`config.mk`:
```
export PLATFORM = sky130hd
export DESIGN_NAME = led_seq_ctrl
export DESIGN_NICKNAME = d
export VERILOG_FILES = /design/src/rtl/led_seq_ctrl.sv
export SDC_FILE = /design/constraint.sdc
export NUM_CORES = 1
export LEC_CHECK = 0
export ABC_AREA = 1
export BUFFER_PORTS_ARGS = -buffer_cell sky130_fd_sc_hd__buf_2
export CELL_PAD_IN_SITES_DETAIL_PLACEMENT = 0
export CELL_PAD_IN_SITES_GLOBAL_PLACEMENT = 1
export CORE_MARGIN = 1
export CORE_UTILIZATION = 45
export DETAILED_ROUTE_END_ITERATION = 8
export PLACE_DENSITY_LB_ADDON = 0.12
export SLEW_MARGIN = 20
export SYNTH_ARGS = -nofsm -noshare
export SYNTH_HDL_FRONTEND = slang
export SYNTH_SLANG_ARGS = --single-unit
export TNS_END_PERCENT = 20
```
`constraint.sdc`:
```
create_clock -name clk_clk -period 2.5 [get_ports clk_clk]
set_input_delay 0.125 -clock clk_clk [delete_from_list [all_inputs] [get_ports clk_clk]]
set_output_delay 0.125 -clock clk_clk [all_outputs]
set_load 0.005 [all_outputs]
```
`src/rtl/led_seq_ctrl.sv`:
```
// ---------------------------------------------------------------------------
// led_seq_ctrl
//   Arbitrates the 10 board LEDs between the HPS LED PIO and a local pattern
//   generator. In auto mode the HPS takes the LEDs whenever it writes a new
//   value and keeps them for HOLD_STEPS pattern steps after its last write.
//   Switches can instead force HPS ownership, the pattern, or all-off.
//
// Parameters
//   STEP_DIV    clocks per pattern step (>= 2)
//   HOLD_STEPS  steps the HPS keeps ownership after its last write (>= 1)
//
// Ports
//   clk_clk        system clock (shared with the HPS PIO)
//   reset_reset_n  asynchronous active-low reset
//   hps_leds       HPS LED PIO value, already in the clk_clk domain
//   mode_sel       async switches: 00 auto, 01 force HPS, 10 force pattern, 11 off
//   pattern_sel    async switches: 00 scroll, 01 bounce, 10 blink, 11 count
//   pause          async switch, 1 freezes pattern advance
//   leds           registered LED drive
//   owner          registered owner: 00 off, 01 HPS, 10 pattern
//   step_pulse     one-cycle strobe once per step
// ---------------------------------------------------------------------------
module led_seq_ctrl #(
  parameter int STEP_DIV   = 5000000,
  parameter int HOLD_STEPS = 30
) (
  input  logic       clk_clk,
  input  logic       reset_reset_n,
  input  logic [9:0] hps_leds,
  input  logic [1:0] mode_sel,
  input  logic [1:0] pattern_sel,
  input  logic       pause,
  output logic [9:0] leds,
  output logic [1:0] owner,
  output logic       step_pulse
);

  localparam int CNT_W  = $clog2(STEP_DIV);
  localparam int HOLD_W = $clog2(HOLD_STEPS + 1);
  localparam logic [CNT_W-1:0]  CNT_LAST  = CNT_W'(STEP_DIV - 1);
  localparam logic [HOLD_W-1:0] HOLD_LOAD = HOLD_W'(HOLD_STEPS);
  localparam logic [HOLD_W-1:0] HOLD_ONE  = HOLD_W'(1);

  // State encoding doubles as the owner code.
  typedef enum logic [1:0] {
    ST_OFF     = 2'b00,
    ST_HPS     = 2'b01,
    ST_PATTERN = 2'b10
  } state_t;

  state_t            state_reg;
  logic [CNT_W-1:0]  cnt_reg;
  logic [HOLD_W-1:0] hold_reg;
  logic [9:0]        pattern_reg;
  logic              dir_reg;        // 0 = moving left, 1 = moving right
  logic [9:0]        hps_prev_reg;
  logic [4:0]        sync1_reg;
  logic [4:0]        sync2_reg;
  logic [1:0]        mode_prev_reg;
  logic [1:0]        psel_prev_reg;

  logic [1:0] mode_s;
  logic [1:0] pattern_sel_s;
  logic       pause_s;
  logic       hps_wr;
  logic       enter_pattern;
  logic [9:0] pattern_adv;
  logic       dir_adv;

  // Two-flop synchronizers for all switch inputs.
  always_ff @(posedge clk_clk or negedge reset_reset_n) begin
    if (!reset_reset_n) begin
      sync1_reg <= '0;
      sync2_reg <= '0;
    end else begin
      sync1_reg <= {pause, pattern_sel, mode_sel};
      sync2_reg <= sync1_reg;
    end
  end

  assign mode_s        = sync2_reg[1:0];
  assign pattern_sel_s = sync2_reg[3:2];
  assign pause_s       = sync2_reg[4];

  // Free-running step prescaler.
  always_ff @(posedge clk_clk or negedge reset_reset_n) begin
    if (!reset_reset_n) begin
      cnt_reg <= '0;
    end else if (cnt_reg == CNT_LAST) begin
      cnt_reg <= '0;
    end else begin
      cnt_reg <= cnt_reg + CNT_W'(1);
    end
  end

  assign step_pulse = (cnt_reg == CNT_LAST);

  // Any change of the PIO value counts as an HPS write.
  always_ff @(posedge clk_clk or negedge reset_reset_n) begin
    if (!reset_reset_n) begin
      hps_prev_reg <= '0;
    end else begin
      hps_prev_reg <= hps_leds;
    end
  end

  assign hps_wr = (hps_leds != hps_prev_reg);

  function automatic logic [9:0] init_pattern(input logic [1:0] sel);
    case (sel)
      2'b10:   return 10'h3FF;
      2'b11:   return 10'h000;
      default: return 10'h001;
    endcase
  endfunction

  // Next value of the running pattern for the selected sequence.
  always_comb begin
    pattern_adv = pattern_reg;
    dir_adv     = dir_reg;
    case (pattern_sel_s)
      2'b00: pattern_adv = {pattern_reg[8:0], pattern_reg[9]};
      2'b01: begin
        // Bounce turns around at each end without repeating the end value.
        if (!dir_reg) begin
          if (pattern_reg == 10'h200) begin
            pattern_adv = 10'h100;
            dir_adv     = 1'b1;
          end else begin
            pattern_adv = pattern_reg << 1;
          end
        end else begin
          if (pattern_reg == 10'h001) begin
            pattern_adv = 10'h002;
            dir_adv     = 1'b0;
          end else begin
            pattern_adv = pattern_reg >> 1;
          end
        end
      end
      2'b10:   pattern_adv = ~pattern_reg;
      default: pattern_adv = pattern_reg + 10'd1;
    endcase
  end

  // Entry into PATTERN from any other state; the pattern restarts on entry.
  always_comb begin
    enter_pattern = 1'b0;
    case (mode_s)
      2'b10: enter_pattern = (state_reg != ST_PATTERN);
      2'b00: begin
        // Leaving force-HPS or off always lands in PATTERN.
        if (mode_prev_reg[0] || state_reg == ST_OFF) begin
          enter_pattern = 1'b1;
        end else if (state_reg == ST_HPS && !hps_wr && step_pulse &&
                     hold_reg <= HOLD_ONE) begin
          // Hold expiry; a write in the same cycle wins and keeps HPS.
          enter_pattern = 1'b1;
        end
      end
      default: enter_pattern = 1'b0;
    endcase
  end

  // Ownership FSM, pattern generator and registered outputs.
  always_ff @(posedge clk_clk or negedge reset_reset_n) begin
    if (!reset_reset_n) begin
      state_reg     <= ST_PATTERN;
      hold_reg      <= '0;
      pattern_reg   <= 10'h001;
      dir_reg       <= 1'b0;
      mode_prev_reg <= 2'b00;
      psel_prev_reg <= 2'b00;
      leds          <= 10'h000;
      owner         <= 2'b00;
    end else begin
      mode_prev_reg <= mode_s;
      psel_prev_reg <= pattern_sel_s;

      if (enter_pattern) begin
        state_reg <= ST_PATTERN;
        hold_reg  <= '0;
      end else begin
        case (mode_s)
          2'b01: state_reg <= ST_HPS;
          2'b11: begin
            state_reg <= ST_OFF;
            hold_reg  <= '0;
          end
          2'b00: begin
            if (state_reg == ST_PATTERN && hps_wr) begin
              state_reg <= ST_HPS;
              hold_reg  <= HOLD_LOAD;
            end else if (state_reg == ST_HPS) begin
              if (hps_wr) begin
                hold_reg <= HOLD_LOAD;
              end else if (step_pulse) begin
                hold_reg <= hold_reg - HOLD_ONE;
              end
            end
          end
          default: state_reg <= state_reg;
        endcase
      end

      if (pattern_sel_s != psel_prev_reg || enter_pattern) begin
        pattern_reg <= init_pattern(pattern_sel_s);
        dir_reg     <= 1'b0;
      end else if (state_reg == ST_PATTERN && step_pulse && !pause_s) begin
        pattern_reg <= pattern_adv;
        dir_reg     <= dir_adv;
      end

      case (state_reg)
        ST_HPS:     leds <= hps_leds;
        ST_PATTERN: leds <= pattern_reg;
        default:    leds <= 10'h000;
      endcase
      owner <= state_reg;
    end
  end

endmodule

```
Word-level counts from Yosys, hierarchy flattened

Cells that the tools add are included.
Widths: inputs -> output; s select.

Register bits: 76
Bits of input ports: 17
Output and inout bits: 13
Word-level logic and storage cells: 81

Add/sub/neg operators: 3
Magnitude comparators: 1
Equality and inequality tests: 17
Mux-type cells: 27
Bitwise operators: 1
Reduce and logical (&&, ||, !) cells: 20

Operators by type and width:

| kind                  | number |
|---|---|
| $mux 10               | 4 |
| $pmux 10 s2           | 2 |
| $pmux 10 s3           | 1 |
| $mux 5                | 5 |
| $add 23x1->23 const B | 1 |
| $eq 23x23->1 const B  | 1 |
| $mux 23               | 1 |
| $add 10x1->10 const B | 1 |
| $eq 10x1->1 const B   | 1 |
| $eq 10x10->1 const B  | 1 |
| $eq 2x2->1 const B    | 5 |
| $ne 10x10->1          | 1 |
| $not 10->10           | 1 |
| $pmux 5 s2            | 1 |
| $mux 9                | 1 |
| $mux 1                | 8 |
| $eq 2x1->1 const B    | 3 |
| $logic_and 1x1->1     | 6 |
| $logic_not 2->1       | 3 |
| $pmux 2 s3            | 1 |
| $le 5x1->1 const B    | 1 |
| $ne 5x5->1 const B    | 1 |
| $sub 5x1->5 const B   | 1 |
| $mux 2                | 2 |
| other kinds (12)      | 16 |

Longest topological paths before layout

Depth after elaboration: 11
Depth in mapped cells: 15
Depth with buffers taken out: 15

Worst setup path after synthesis

OpenSTA, ideal clock, no wires.

Path kind: reg2reg
From: reg cnt_reg[0]
To: reg pattern_reg[8]
Setup time: 0.128 ns
Arrival time: 1.643 ns
Required time: 2.372 ns
Setup slack: 0.729 ns
Cell stages (with the launch flop): 14
Buffers on the path: 1
Clock period less this slack: 1.771 ns
Cells stage by stage: dfrtp_1 -> ha_1 -> nand2_1 -> nor2_4 -> nand2_2 -> nor2_1 -> nand3_2 -> nor2_2 -> nand2_1 -> nand2_2 -> nand2_4 -> buf_4 -> nand4_1 -> nand3_1

Cells in the longest elaborated chain, start to end: 8
Elaborated cells on any way between the ends: 11
Classes of those cells: 1 x eq/ne; 4 x mux; 6 x reduce/logical

Ends and longest elaborated chain:

| item                                         | line | RTL |
|---|---|---|
| start: declaration                           | 52   | `logic [CNT_W-1:0] cnt_reg;` |
| start signal: assignment                     | 92   | `cnt_reg <= cnt_reg + CNT_W'(1);` |
| $eq 23x23->1 (*)                             | 96   | `assign step_pulse = (cnt_reg == CNT_LAST);` |
| $logic_and 1x1->1 (2 in series)              | 155  | `end else if (state_reg == ST_HPS && !hps_wr && step_pulse &&` |
| $mux 1                                       | 155  |  |
| $mux 1                                       | 153  | `if (mode_prev_reg[0] \|\| state_reg == ST_OFF) begin` |
| $pmux 1 s2                                   | 149  | `case (mode_s)` |
| $logic_or 1x1->1                             | 206  | `if (pattern_sel_s != psel_prev_reg \|\| enter_pattern) begin` |
| $mux 10 or $reduce_bool 2->1 (tied branches) | n/a  |  |
| end signal: assignment                       | 207  | `pattern_reg <= init_pattern(pattern_sel_s);` |
| end signal: assignment                       | 210  | `pattern_reg <= pattern_adv;` |
| end: declaration                             | 54   | `logic [9:0] pattern_reg;` |

Every way passes the cells marked *; elsewhere a longest branch is shown, timed or not.
A chain may end at the register's enable or synchronous reset.

Worst setup path after layout

From: reg cnt_reg[0]
To: reg pattern_reg[3]

Same word-level chain as after synthesis.

==> impl_metrics.tcl <==
set metrics [dict create \
    status "complete, no violations" \
    cts.htree.levels 3 \
    finalSetupViolations 0 \
    fraction_of_final_layout_cells_with_drive_strength_greater_than_1_pct 12.8 \
    cts-root-to-sink-buffers 2 \
    endpoint_kind "register" \
    syn2layout_area_growth_pct 16.0 \
    start_util_pct 46.9 \
    placement.io_buffers 29 \
    power-per-cell-area_nw_per_um2 599 \
    max_slew_headroom_pct 36.3 \
    post_cts_resize_count 0 \
    wire_length_of_the_first_global_routing_pass_um 16600 \
    max_slew.worst_pin.slew_ns 0.955 \
    grt_antenna_before_repair 0 \
    power.static_leakage_nw 2.36 \
    slew_viol_final 0 \
    hpwl_um 6900 \
    critical_path_required_ns 2.72 \
    synthDistinctLibCells 36 \
    syn-num-nets 557 \
    asyncSetResetFlopFracSynth_pct 100 \
    first_pass_iters 4 \
    finalWorstSetupSlack_ns 0.403 \
    crit_arrival_ns 2.32 \
    rr_endpoint "pattern_reg[3]" \
    peakVddDrop_mv 0.368 \
    min_to "sync2_reg[2]" \
    clock_sink_count 76 \
    synth_edf_count 0 \
    grt_setup_unrepaired "false" \
    worst_case_clock_skew_ns 0.00688 \
    fin_nets 605 \
    design_power_total_mw 2.86 \
    overflow 0 \
    drt-wirelength-per-cell_um 13.7 \
    antenna_cells 0 \
    seq_area_frac_synth_pct 46.3 \
    grt_pass1_vias 3489 \
    hold_path_depth 0 \
    largest_register_ff_count 23 \
    avgViaCountPerCell 5.00 \
    drv.max_cap_violation_count 0 \
    final_hold_viol_count 0 \
    min-delay-start "sync1_reg[2]" \
    placementRows 34 \
    mappedNetlistArea_sq_um 4110 \
    critPathKind "register to register" \
    grt_max_degree 77 \
    final_ant_viol_nets 0 \
    synth_top_cell_area_share_pct 45.1 \
    via_count_of_the_routed_design 3462 \
    ys_top_cells_by_count "sky130_fd_sc_hd__nand2_1, sky130_fd_sc_hd__dfrtp_1, sky130_fd_sc_hd__inv_1, sky130_fd_sc_hd__nor2_1, sky130_fd_sc_hd__nand3_1" \
    finalSetupTns_ns 0 \
    final_period_minus_worst_setup_slack_ns 2.10 \
    clkLatencyLatePin_ns 0.35 \
    hold_path_class "register to register" \
    num-fill-cells 878 \
    cts_tree "built" \
    num_io_pins 30 \
    core_area_sq_um 8760 \
    synth_warnings 0 \
    setup.reg_to_reg.worst_slack_ns 0.40 \
    cts_buffers 9 \
    crit_path_max_fanout 14 \
    synthTopCellsByArea "sky130_fd_sc_hd__dfrtp_1, sky130_fd_sc_hd__nand2_1, sky130_fd_sc_hd__inv_1" \
    detail_route.iter0.violations 168 \
    path_clk_slew_ns 0.08 \
    wl_um 9460 \
    regToRegStartpoint "cnt_reg[0]" \
    die_w_um 97.6 \
    grt.total_usage_pct 21.9 \
    r2r.worst_path.cells 14 \
    timing.critical_path.from_type "register" \
    place_congestion 0.882 \
    yosys.cell_count.top_type "sky130_fd_sc_hd__nand2_1" \
    synth_instances 531 \
    worst_setup_timing_slack_at_the_placement_stage_ns 0.410 \
    die_y_um 97.6 \
    max_clock_freq_mhz 477 \
    floorplan.die_area_sq_um 9520 \
    yosys_register_bits 76 \
    netlist.top_cell.by_area "sky130_fd_sc_hd__dfrtp_1" \
    clock_tree.root_cell "sky130_fd_sc_hd__clkbuf_8" \
    drt_drc_violations_left 0 \
    syn_avg_cell_area_sq_um 7.74 \
    min_period_over_period_pct 83.9 \
    yosys_most_used_dff "sky130_fd_sc_hd__dfrtp_1" \
]
-- worst max path at each step --
stage | from | slack, ns | end
global route | cnt_reg[0] | 0.18 | pattern_reg[4]
floorplan | cnt_reg[0] | 0.73 | pattern_reg[8]
finish | cnt_reg[0] | 0.40 | pattern_reg[3]
detailed placement | cnt_reg[0] | 0.41 | pattern_reg[8]
global placement | cnt_reg[0] | 0.47 | hold_reg[3]
CTS | cnt_reg[0] | 0.40 | pattern_reg[3]
-- metal layers --
metal  part of all wire (%)  global-route usage (%)  up-vias  wire [um]
met4                   0.75                    5.77        0         71
met5                      0                       0        -          0
met1                     48                    29.1     1617       4510
met2                     49                    36.5       54       4600
li1                       -                       -     1786          -
met3                    2.9                    4.46        5        276
-- power by group --
| group | switching [mW] | internal, mW |
|---|---|---|
| clock | 0.448 | 0.645 |
| combinational | 0.244 | 0.147 |
| sequential | 0.0706 | 1.30 |
| total | 0.763 | 2.09 |
-- worst max-delay path, stage by stage (launching register included) --
cell and delay, ns:
sky130_fd_sc_hd__dfrtp_1 0.37, sky130_fd_sc_hd__ha_1 0.19, sky130_fd_sc_hd__nand2_1 0.09, sky130_fd_sc_hd__nor2_4 0.11
sky130_fd_sc_hd__nand2_2 0.07, sky130_fd_sc_hd__nor2_1 0.11, sky130_fd_sc_hd__nand3_2 0.22, sky130_fd_sc_hd__nor2_2 0.14
sky130_fd_sc_hd__nand2_1 0.10, sky130_fd_sc_hd__nand2_2 0.10, sky130_fd_sc_hd__nand2_4 0.12, sky130_fd_sc_hd__nand2_4 0.13
sky130_fd_sc_hd__nor2_2 0.08, sky130_fd_sc_hd__nand2_1 0.09, sky130_fd_sc_hd__nand3_1 0.07
-- kinds of logic (layout without fill, tap and decap cells) --
group / after synthesis / after routing / synth area share, %
DFF: 76 / 76 / 46.3
adders and majority gates: 9 / 9 / 2.74
AOI/OAI and AO/OA: 60 / 60 / 7.85
buffers and inverters: 84 / 137 / 7.85
and+or+nand+nor: 280 / 280 / 30.5
xor gates and xnor gates: 22 / 22 / 4.69
-- layout by cell type (no fill, tap or decap) --
| cell type | netlist | layout |
|---|---|---|
| sky130_fd_sc_hd__buf_2 | 3 | 28 |
| sky130_fd_sc_hd__clkinvlp_4 | 0 | 1 |
| sky130_fd_sc_hd__buf_4 | 1 | 5 |
| sky130_fd_sc_hd__nand3b_1 | 1 | 1 |
| sky130_fd_sc_hd__nand3_2 | 3 | 3 |
| sky130_fd_sc_hd__nor4_1 | 2 | 2 |
| sky130_fd_sc_hd__nor2_2 | 6 | 6 |
| sky130_fd_sc_hd__bufinv_16 | 0 | 2 |
| sky130_fd_sc_hd__o22ai_1 | 6 | 6 |
| sky130_fd_sc_hd__o2111ai_1 | 1 | 1 |
| sky130_fd_sc_hd__clkbuf_8 | 0 | 12 |
| sky130_fd_sc_hd__nand4_1 | 16 | 16 |
| sky130_fd_sc_hd__clkinv_1 | 1 | 1 |
| sky130_fd_sc_hd__or2_2 | 1 | 1 |
| sky130_fd_sc_hd__nand3_1 | 37 | 37 |
| sky130_fd_sc_hd__nor3_4 | 1 | 1 |
| sky130_fd_sc_hd__o21ai_0 | 19 | 19 |
| sky130_fd_sc_hd__o21bai_1 | 2 | 2 |
| sky130_fd_sc_hd__clkbuf_1 | 8 | 1 |
| sky130_fd_sc_hd__and3_1 | 1 | 1 |
| sky130_fd_sc_hd__nor3_1 | 8 | 8 |
| sky130_fd_sc_hd__ha_1 | 9 | 9 |
| sky130_fd_sc_hd__xnor2_1 | 4 | 4 |
| sky130_fd_sc_hd__nor3_2 | 2 | 2 |
| sky130_fd_sc_hd__a211oi_1 | 1 | 1 |
| sky130_fd_sc_hd__dfrtp_1 | 74 | 74 |
| sky130_fd_sc_hd__nor2_1 | 54 | 54 |
| sky130_fd_sc_hd__nand2_1 | 140 | 140 |
| sky130_fd_sc_hd__a21oi_1 | 27 | 27 |
| sky130_fd_sc_hd__a22oi_1 | 1 | 1 |
| sky130_fd_sc_hd__nor2_4 | 1 | 1 |
| sky130_fd_sc_hd__nand2_4 | 2 | 2 |
| sky130_fd_sc_hd__a31oi_1 | 1 | 1 |
| sky130_fd_sc_hd__nand2_2 | 5 | 5 |
| sky130_fd_sc_hd__dfstp_2 | 2 | 2 |
| sky130_fd_sc_hd__dlygate4sd3_1 | 0 | 16 |
| sky130_fd_sc_hd__o21ai_1 | 2 | 2 |
| sky130_fd_sc_hd__inv_2 | 4 | 4 |
| sky130_fd_sc_hd__xor2_1 | 18 | 18 |
| sky130_fd_sc_hd__inv_1 | 67 | 67 |
-- timing repair --
action | 4_1_cts | 5_1_grt
hold endpoints to repair | 89 | 0
buffers inserted | 0 | 0
hold buffers | 16 | 0
-- cell type report --
type | count | area (sq um) | share of cell area [%]
inverters | 72 | 270 | 5.67
flip-flops and latches | 76 | 1900 | 39.9
well taps | 108 | 135 | 2.83
repair buffers | 49 | 338 | 7.09
clock inverters | 3 | 67.6 | 1.42
multi-input cells | 371 | 1880 | 39.5
clock buffers | 13 | 169 | 3.54
-- metrics by stage --
| step | util (%) | instances | instance area (sq um) | hold WS [ns] |
|---|---|---|---|---|
| after floorplan | - | 531 | 4110 | -0.171 |
| final | 54.4 | 692 | 4770 | 0.356 |
| after global placement | 49.9 | 660 | 4370 | 0.233 |
| after CTS | 54.4 | 692 | 4770 | 0.358 |
| after global routing | 54.4 | 692 | 4770 | 0.361 |
| after detailed placement | 49.9 | 660 | 4370 | 0.234 |
(Power assumes the default switching activity.)
